<file path="src/rtl/xor16_arb_pkg.sv">
// Shared types and constants for the two-requester XOR arbiter.
// Build option: XOR16_ARB_RR_EN selects round-robin instead of fixed priority.
package xor16_arb_pkg;

    localparam int XOR16_W = 16;

    typedef enum logic {
        IDLE = 1'b0,
        RESP = 1'b1
    } state_t;

    typedef logic req_id_t;

    // Requester 0 wins the first contention after reset.
    localparam req_id_t LAST_GRANT_RST = 1'b1;

endpackage

</file>
<file path="src/rtl/xor16_unit.sv">
// Shared combinational XOR datapath; one instance serves both requesters.
module xor16_unit
    import xor16_arb_pkg::*;
#(
    parameter int W = XOR16_W
) (
    input  logic [W-1:0] a,
    input  logic [W-1:0] b,
    output logic [W-1:0] y
);

    assign y = a ^ b;

endmodule

</file>
<file path="src/rtl/xor16_arbiter.sv">
// Two-requester arbiter in front of one shared XOR unit, holding one tagged result at a time.
// Build option: define XOR16_ARB_RR_EN for round-robin; default is fixed priority to requester 0.
module xor16_arbiter
    import xor16_arb_pkg::*;
#(
    parameter int W = XOR16_W
) (
    input  logic         clk,
    input  logic         rst,
    input  logic         req0_valid,
    input  logic [W-1:0] req0_a,
    input  logic [W-1:0] req0_b,
    output logic         req0_ready,
    input  logic         req1_valid,
    input  logic [W-1:0] req1_a,
    input  logic [W-1:0] req1_b,
    output logic         req1_ready,
    output logic         rsp_valid,
    output logic [W-1:0] rsp_data,
    output logic         rsp_id,
    input  logic         rsp_ready,
    output logic [15:0]  op_count
);

    state_t       state;
    req_id_t      last_grant;
    req_id_t      grant_id;
    logic         idle;
    logic         accept;
    logic [W-1:0] op_a;
    logic [W-1:0] op_b;
    logic [W-1:0] xor_y;

    always_comb begin
        // NOTE: assign a default before any branch so every path drives grant_id and no latch is inferred.
        grant_id = 1'b0;
`ifdef XOR16_ARB_RR_EN
        if (req0_valid && req1_valid)
            grant_id = ~last_grant;
        else
            grant_id = req1_valid;
`else
        grant_id = !req0_valid && req1_valid;
`endif
    end

`ifndef XOR16_ARB_RR_EN
    // Fixed priority still tracks the last grant; it simply never steers the decision.
    logic unused_last_grant;
    assign unused_last_grant = last_grant;
`endif

    assign idle       = (state == IDLE);
    assign req0_ready = idle && req0_valid && (grant_id == 1'b0);
    assign req1_ready = idle && req1_valid && (grant_id == 1'b1);
    assign accept     = req0_ready || req1_ready;

    assign op_a = grant_id ? req1_a : req0_a;
    assign op_b = grant_id ? req1_b : req0_b;

    xor16_unit #(.W(W)) u_xor (
        .a (op_a),
        .b (op_b),
        .y (xor_y)
    );

    always_ff @(posedge clk) begin
        // NOTE: registered state uses non-blocking assignments so every flop samples pre-edge values.
        if (rst) begin
            state      <= IDLE;
            rsp_valid  <= 1'b0;
            rsp_data   <= '0;
            rsp_id     <= 1'b0;
            last_grant <= LAST_GRANT_RST;
            op_count   <= 16'd0;
        end else begin
            case (state)
                IDLE: begin
                    if (accept) begin
                        rsp_data   <= xor_y;
                        rsp_id     <= grant_id;
                        rsp_valid  <= 1'b1;
                        last_grant <= grant_id;
                        state      <= RESP;
                    end
                end
                RESP: begin
                    // Result stays frozen until the consumer takes it; no new request overlaps.
                    if (rsp_ready) begin
                        rsp_valid <= 1'b0;
                        op_count  <= op_count + 16'd1;
                        state     <= IDLE;
                    end
                end
            endcase
        end
    end

endmodule

</file>
<file path="config.mk">
export PLATFORM = sky130hd
export DESIGN_NAME = xor16_arbiter
export DESIGN_NICKNAME = d
export VERILOG_FILES = /design/src/rtl/xor16_arb_pkg.sv /design/src/rtl/xor16_unit.sv /design/src/rtl/xor16_arbiter.sv
export SDC_FILE = /design/constraint.sdc
export NUM_CORES = 1
export LEC_CHECK = 0
export CORE_ASPECT_RATIO = 0.5
export CORE_MARGIN = 2
export CORE_UTILIZATION = 38
export DETAILED_ROUTE_END_ITERATION = 10
export PLACE_DENSITY = 0.8
export SYNTH_ARGS = -nofsm -noshare
export SYNTH_HDL_FRONTEND = slang
export SYNTH_SLANG_ARGS = --single-unit
</file>
<file path="constraint.sdc">
create_clock -name clk -period 1.84 [get_ports clk]
set_input_delay 0.184 -clock clk [delete_from_list [all_inputs] [get_ports clk]]
set_output_delay 0.184 -clock clk [all_outputs]
set_load 0.05 [all_outputs]
</file>
==> impl_metrics.ini <==
[clocking]
cts.htree.levels = 2
cts_made_buffers = 5
post-cts-setup-buffers = 0
clock_path_buffers = 2
cts.sinks = 35
clockRootBuffer = clkbuf_8
cts_resized = 0
cts_hold_buf = 0
clock_latency_ns = 0.28
path_clk_slew_ns = 0.07
cts_tree = yes

[synthesis]
synth.top_cell.area_share_pct = 38.8
synth_edf_count = 0
syn_inst = 219
async_reset_ff_share_pct = 0
syn_nets = 289
ys_ff_latch = 35
synth_top_flop_cell = dfxtp_1
ys_top_cells_by_area = dfxtp_1 (39%), xor2_1 (11%), xnor2_1 (10%), nand2_1 (8.7%), o211ai_1 (6.6%)
syn_area_sq_mm = 0.00181
ys_types = 30
ys_warn_count = 0
synth-seq-area-share_pct = 38.8
synth_area_leader_cell = dfxtp_1
avgSynthCellArea_sq_um = 8.26

[drt]
drt-initial-drc-count = 32
ant_nets = 0
drt_first_pass_iters = 4
routedWlPerCell_um = 12.3
routed_wl_mm = 4.78
via_per_inst = 4.68
drc_errors = 0
vias = 1825

[cells_and_area]
multi_input_area_sq_mm = 0.00106
seq_area_sq_um = 704
drive_above_1_share_pct = 8.33
layout.nets = 393
area_growth_pct = 69.8
final_util_pct = 68.4
antenna_cells = 0
fillers = 382

[timing]
setup_viol = 0
hold_violations = 0
fmax_ghz = 0.570
worstMarginPinSlew_ns = 0.529
fin_ws_ns = 0.0857
rsz0062_at_grt = false
clock-skew-final_ns = 0.00474
fin_crit_ns = 1.75
slew_headroom_pct = 64.6
whs_ns = 0.456
fin_tns_setup_ns = 0
drv_slew = 0
fin_crit_sh_pct = 95.3

[setup_path]
crit_slowest_cell = clkdlybuf4s50_1
worst_ep_required_time_ns = 1.66
endpoint_kind = primary output
crit_arrival_ns = 1.57
critPathBufInv = 1
critical_path_class = reg2out
crit_start = op_count[4]
path_cells = clkdlybuf4s50_1
r2r_start = state
crit_path_end = op_count[4]
rrSetupSlack_ns = 0.19
max_stage_delay_ns = 0.85
worst_setup_path_start_kind = flip-flop
critical_path.max_fanout = 6
cp.depth = 1
ff2ff_path_depth = 4
critical_path.top_delay_family = buffers and inverters
r2r-end = op_count[13]

[floorplan]
pin_count = 105
row_count = 17
core_area_sq_mm = 0.00449
fp.dieW_um = 102
die_h_um = 52.8
dieArea_sq_mm = 0.00536
initial_core_util_pct = 40.3

[pwr]
p_per_area_mw_per_mm2 = 663
power_uw = 2040
max-vdd-ir-drop_uv = 283
p_leak_uw = 0.00111

[global_route]
antenna_found_initial = 0
overflow = 0
grt_max_degree = 36
grt_usage_pct = 18.8
grt_pass1_wl_mm = 7.82
first_global_vias = 1830

[job]
drv_cap = 0

[outcome]
outcome = finished clean

[placement]
dp_hpwl_mm = 3.82
numPortBuffers = 104
pre_cts_ws_ns = -0.0340
gp_congestion = 0.750

[hold_path]
hold_path.class = reg2reg
[layout by cell type (no fill, tap or decap), types with 5 or more instances in the layout]
| cell | synthesis | final |
|---|---|---|
| a21oi_1 | 22 | 22 |
| buf_4 | 0 | 5 |
| clkbuf_8 | 0 | 7 |
| clkdlybuf4s50_1 | 0 | 101 |
| dfxtp_1 | 35 | 32 |
| nand2_1 | 42 | 42 |
| nand4_1 | 5 | 5 |
| nor2_1 | 16 | 16 |
| o211ai_1 | 16 | 16 |
| xnor2_1 | 21 | 21 |
| xor2_1 | 23 | 23 |
[metrics by stage]
stage	instance area [sq um]	instances
after floorplan	1810	219
after global routing	3070	390
after detailed placement	2970	382
final	3070	390
after global placement	2970	382
after CTS	3070	390
[power by group]
part | switching (uW) | internal (uW)
clock network | 265 | 342
registers | 25.7 | 801
logic | 307 | 296
total | 598 | 1440
[synthesized netlist by cell type, types with 2 or more instances]
cell	number
nand2_1	42
dfxtp_1	35
xor2_1	23
a21oi_1	22
xnor2_1	21
nor2_1	16
o211ai_1	16
clkbuf_1	12
nand4_1	5
and2b_2	2
and4_1	2
nor2b_1	2
nor3_1	2
o31ai_1	2
or4_1	2
[how the worst min path moves through the flow]
stage / start / end / slack, ns / cells past startpoint
after global routing: rsp_data[1] / rsp_data[1] / 0.47 / 2
final: rsp_data[0] / rsp_data[0] / 0.46 / 2
after global placement: rsp_data[11] / rsp_data[11] / 0.44 / 2
after detailed placement: rsp_data[1] / rsp_data[1] / 0.45 / 2
after CTS: rsp_data[2] / rsp_data[2] / 0.46 / 2
after floorplan: rsp_ready / state / 0.36 / 2
[flip-flops by register name, indices dropped and copies added (netlist names)]
| name | cells |
|---|---|
| op_count | 16 |
| rsp_data | 16 |
| rsp_id | 1 |
| rsp_valid | 1 |
| state | 1 |
[cell families (layout without fill, tap and decap cells)]
logic type	Yosys count	after routing	share of synthesized area, %
AO/OA/AOI/OAI	41	41	13.8
XOR/XNOR	44	44	21.3
adder cells (fa/ha/maj)	1	1	0.692
buffers and inverters	14	119	2.98
flip-flops	35	35	38.8
AND/OR/NAND/NOR	84	84	22.4
[worst min-delay path, stage by stage (launching register included)]
cell,delay [ns]
dfxtp_1,0.31
nand2_1,0.05
a21oi_1,0.05
[final cells by class]
type                    count  area share [%]
well taps                  66            2.69
repair buffers            110            36.5
flip-flops and latches     35            23.0
inverters                   1           0.122
clock buffers               8            3.26
multi-input cells         170            34.4
[routing by layer]
metal  wire, um  GRT usage [%]
met3        186           5.47
met4         34           5.18
met1       1960           19.9
met2       2600           36.6
met5          0              0
(Power assumes the default switching activity.)
==> RTL edit: new RTL, same flow settings <==
Reset style: asynchronous (`rst`), changed in one clocked block.
--- a/src/rtl/xor16_arbiter.sv
+++ b/src/rtl/xor16_arbiter.sv
@@ -64,7 +64,7 @@
         .y (xor_y)
     );
 
-    always_ff @(posedge clk) begin
+    always_ff @(posedge clk or posedge rst) begin
         // NOTE: registered state uses non-blocking assignments so every flop samples pre-edge values.
         if (rst) begin
             state      <= IDLE;
Formal check against the unedited RTL: differs if rst is asserted again (counterexample within 4 cycles, from zero or initial values and one cycle with rst high); with rst held inactive, the same outputs for 10 cycles.
==> RTL edit against the original RTL <==
Worst setup slack lost 17 ps; routed wire length shrank 3.3%; utilization grew 0.29 points; final area grew 0.90%; sequential cell count is the same; synthesized cell count shrank 11%; count of clock-buffer cells in the layout shrank 1; synthesized area grew 0.83%.
Power is not compared: it rests on default switching activity, and its combinational part moved more than twofold at a synthesized area within 25%.
==> RTL edit: results (changes against the original RTL) <==
pwr:
  peakVddDrop_mv: 0.505
drt:
  vias: 1677  # -8.1%
  drt-initial-drc-count: 23  # -28%
  wl_mm: 4.63  # -3.3%
global_route:
  grtUsageTotal_pct: 18.6  # -0.16 points
  grt_pass1_vias: 1658  # -9.4%
  antenna_found_initial: 0  # unchanged
  grt_max_degree: 36  # unchanged
  grt_first_pass_wirelength_mm: 7.49  # -4.2%
  grt_overflow: 0  # unchanged
place:
  gp_congestion: 0.808  # +7.8%
  dp.cells: 362  # -5.2%
  portBuffers: 104  # unchanged
  place_area_mm2: 0.00299  # +0.84%
  post-dp-hpwl_mm: 3.77  # -1.2%
  dpl_worst_slack_ps: 77.0  # +111 ps
clock_tree:
  htree_levels: 2  # unchanged
  cts-root-buf: "clkbuf_8"
  cts_buffers: 5  # unchanged
  clk_path_buf_depth: 2  # unchanged
critical_path:
  critPathArrivalTime_ps: 1590  # +20 ps
  critPathMaxStageDelay_ps: 840
  slowest_stage: "clkdlybuf4s50_1"
  crit_start: "op_count[2]"
layout:
  fin_cells: 370  # -5.1%
  drive_gt1_share_pct: 6.91  # -1.4 points
  antenna_cells: 0  # unchanged
  top_regs: "op_count (16), rsp_data (16)"
synth:
  yosys-mux-area-fraction_pct: 0.618  # +0.62 points
  synth.net_count: 264  # -8.7%
  synth_xor_area_share_pct: 22.6  # +1.3 points
  synthAdderAreaFrac_pct: 0.686  # -0.0057 points
  async_flop_share_pct: 100  # +100 points
  synth_cells: 194  # -11%
  yosys-top-cells-area: "dfrtp_1, xnor2_1, xor2_1"
  yosys_warnings: 0  # unchanged
  ys_seq_area_share_pct: 48.0  # +9.3 points
  synth_compound_area_share_pct: 9.61  # -4.2 points
  synth_common_cells: "dfrtp_1, nor2_1, xnor2_1"
  synth-main-ff-cell: "dfrtp_1"
  synth.distinct_cells: 23  # -23%
outcome:
  status: "finished clean"
sta:
  tightest_slew_ps: 533  # +4.03 ps
  clock_skew_ps: 7.28  # +2.54 ps
worst_hold_path:
  hold_class: "primary input to async pin"
## RTL edit: cell count changes in the layout (fill, tap and decap cells not counted), moves of 4 or more
cell,change
xnor2_1,+4
nor2_1,+9
o211ai_1,-16
nand2_1,-20
dfrtp_1,+35
a21oi_1,-5
dfxtp_1,-32
o21ai_0,+16
## RTL edit: cell type report
class / count / area, µm²
fill: 365 / 1410
inverter: 4 / 15.0
clock buffer: 7 / 96.3
clock inverter: 1 / 7.51
sequential: 35 / 876
timing repair buffer: 110 / 1120
tap: 66 / 82.6
multi-input combinational: 147 / 898
## RTL edit: what timing repair did
action	in CTS	in global routing
endpoints found under the setup margin	0	1
resized for setup	0	1
buffers inserted	0	0
## RTL edit: logic make-up (layout without fill, tap and decap cells)
group / after synthesis / in the layout
and+or+nand+nor: 63 / 63
adders and majority gates: 1 / 1
DFF: 35 / 35
buffers and inverters: 12 / 122
xor gates and xnor gates: 47 / 47
AOI/OAI and AO/OA: 35 / 35
muxes: 1 / 1
## RTL edit: power by group
part / switching, mW / internal [mW] / total [mW]
Combinational: 1.13 / 0.686 / 1.81
Clock: 0.291 / 0.341 / 0.631
Sequential: 0.169 / 0.984 / 1.15
Total: 1.59 / 2.01 / 3.60
## RTL edit: path summary, 6_finish.rpt
path / to / slack [ps] / cells past startpoint
min in group clk: op_count[15] / 470 / 1
worst max register to register: op_count[11] / 280 / 4
worst max-delay path: op_count[2] / 70 / 1
worst min-delay path: rsp_data[15] / 290 / 3
worst min register to register: op_count[15] / 470 / 1
max in group asynchronous: rsp_data[11] / 1240 / 3
## RTL edit: per-layer routing
| layer | wire length, µm | GRT usage, % |
|---|---|---|
| met1 | 1820 | 20.4 |
| met2 | 2540 | 34.9 |
| met3 | 187 | 4.89 |
| met4 | 75 | 7.56 |
| met5 | 0 | 0 |
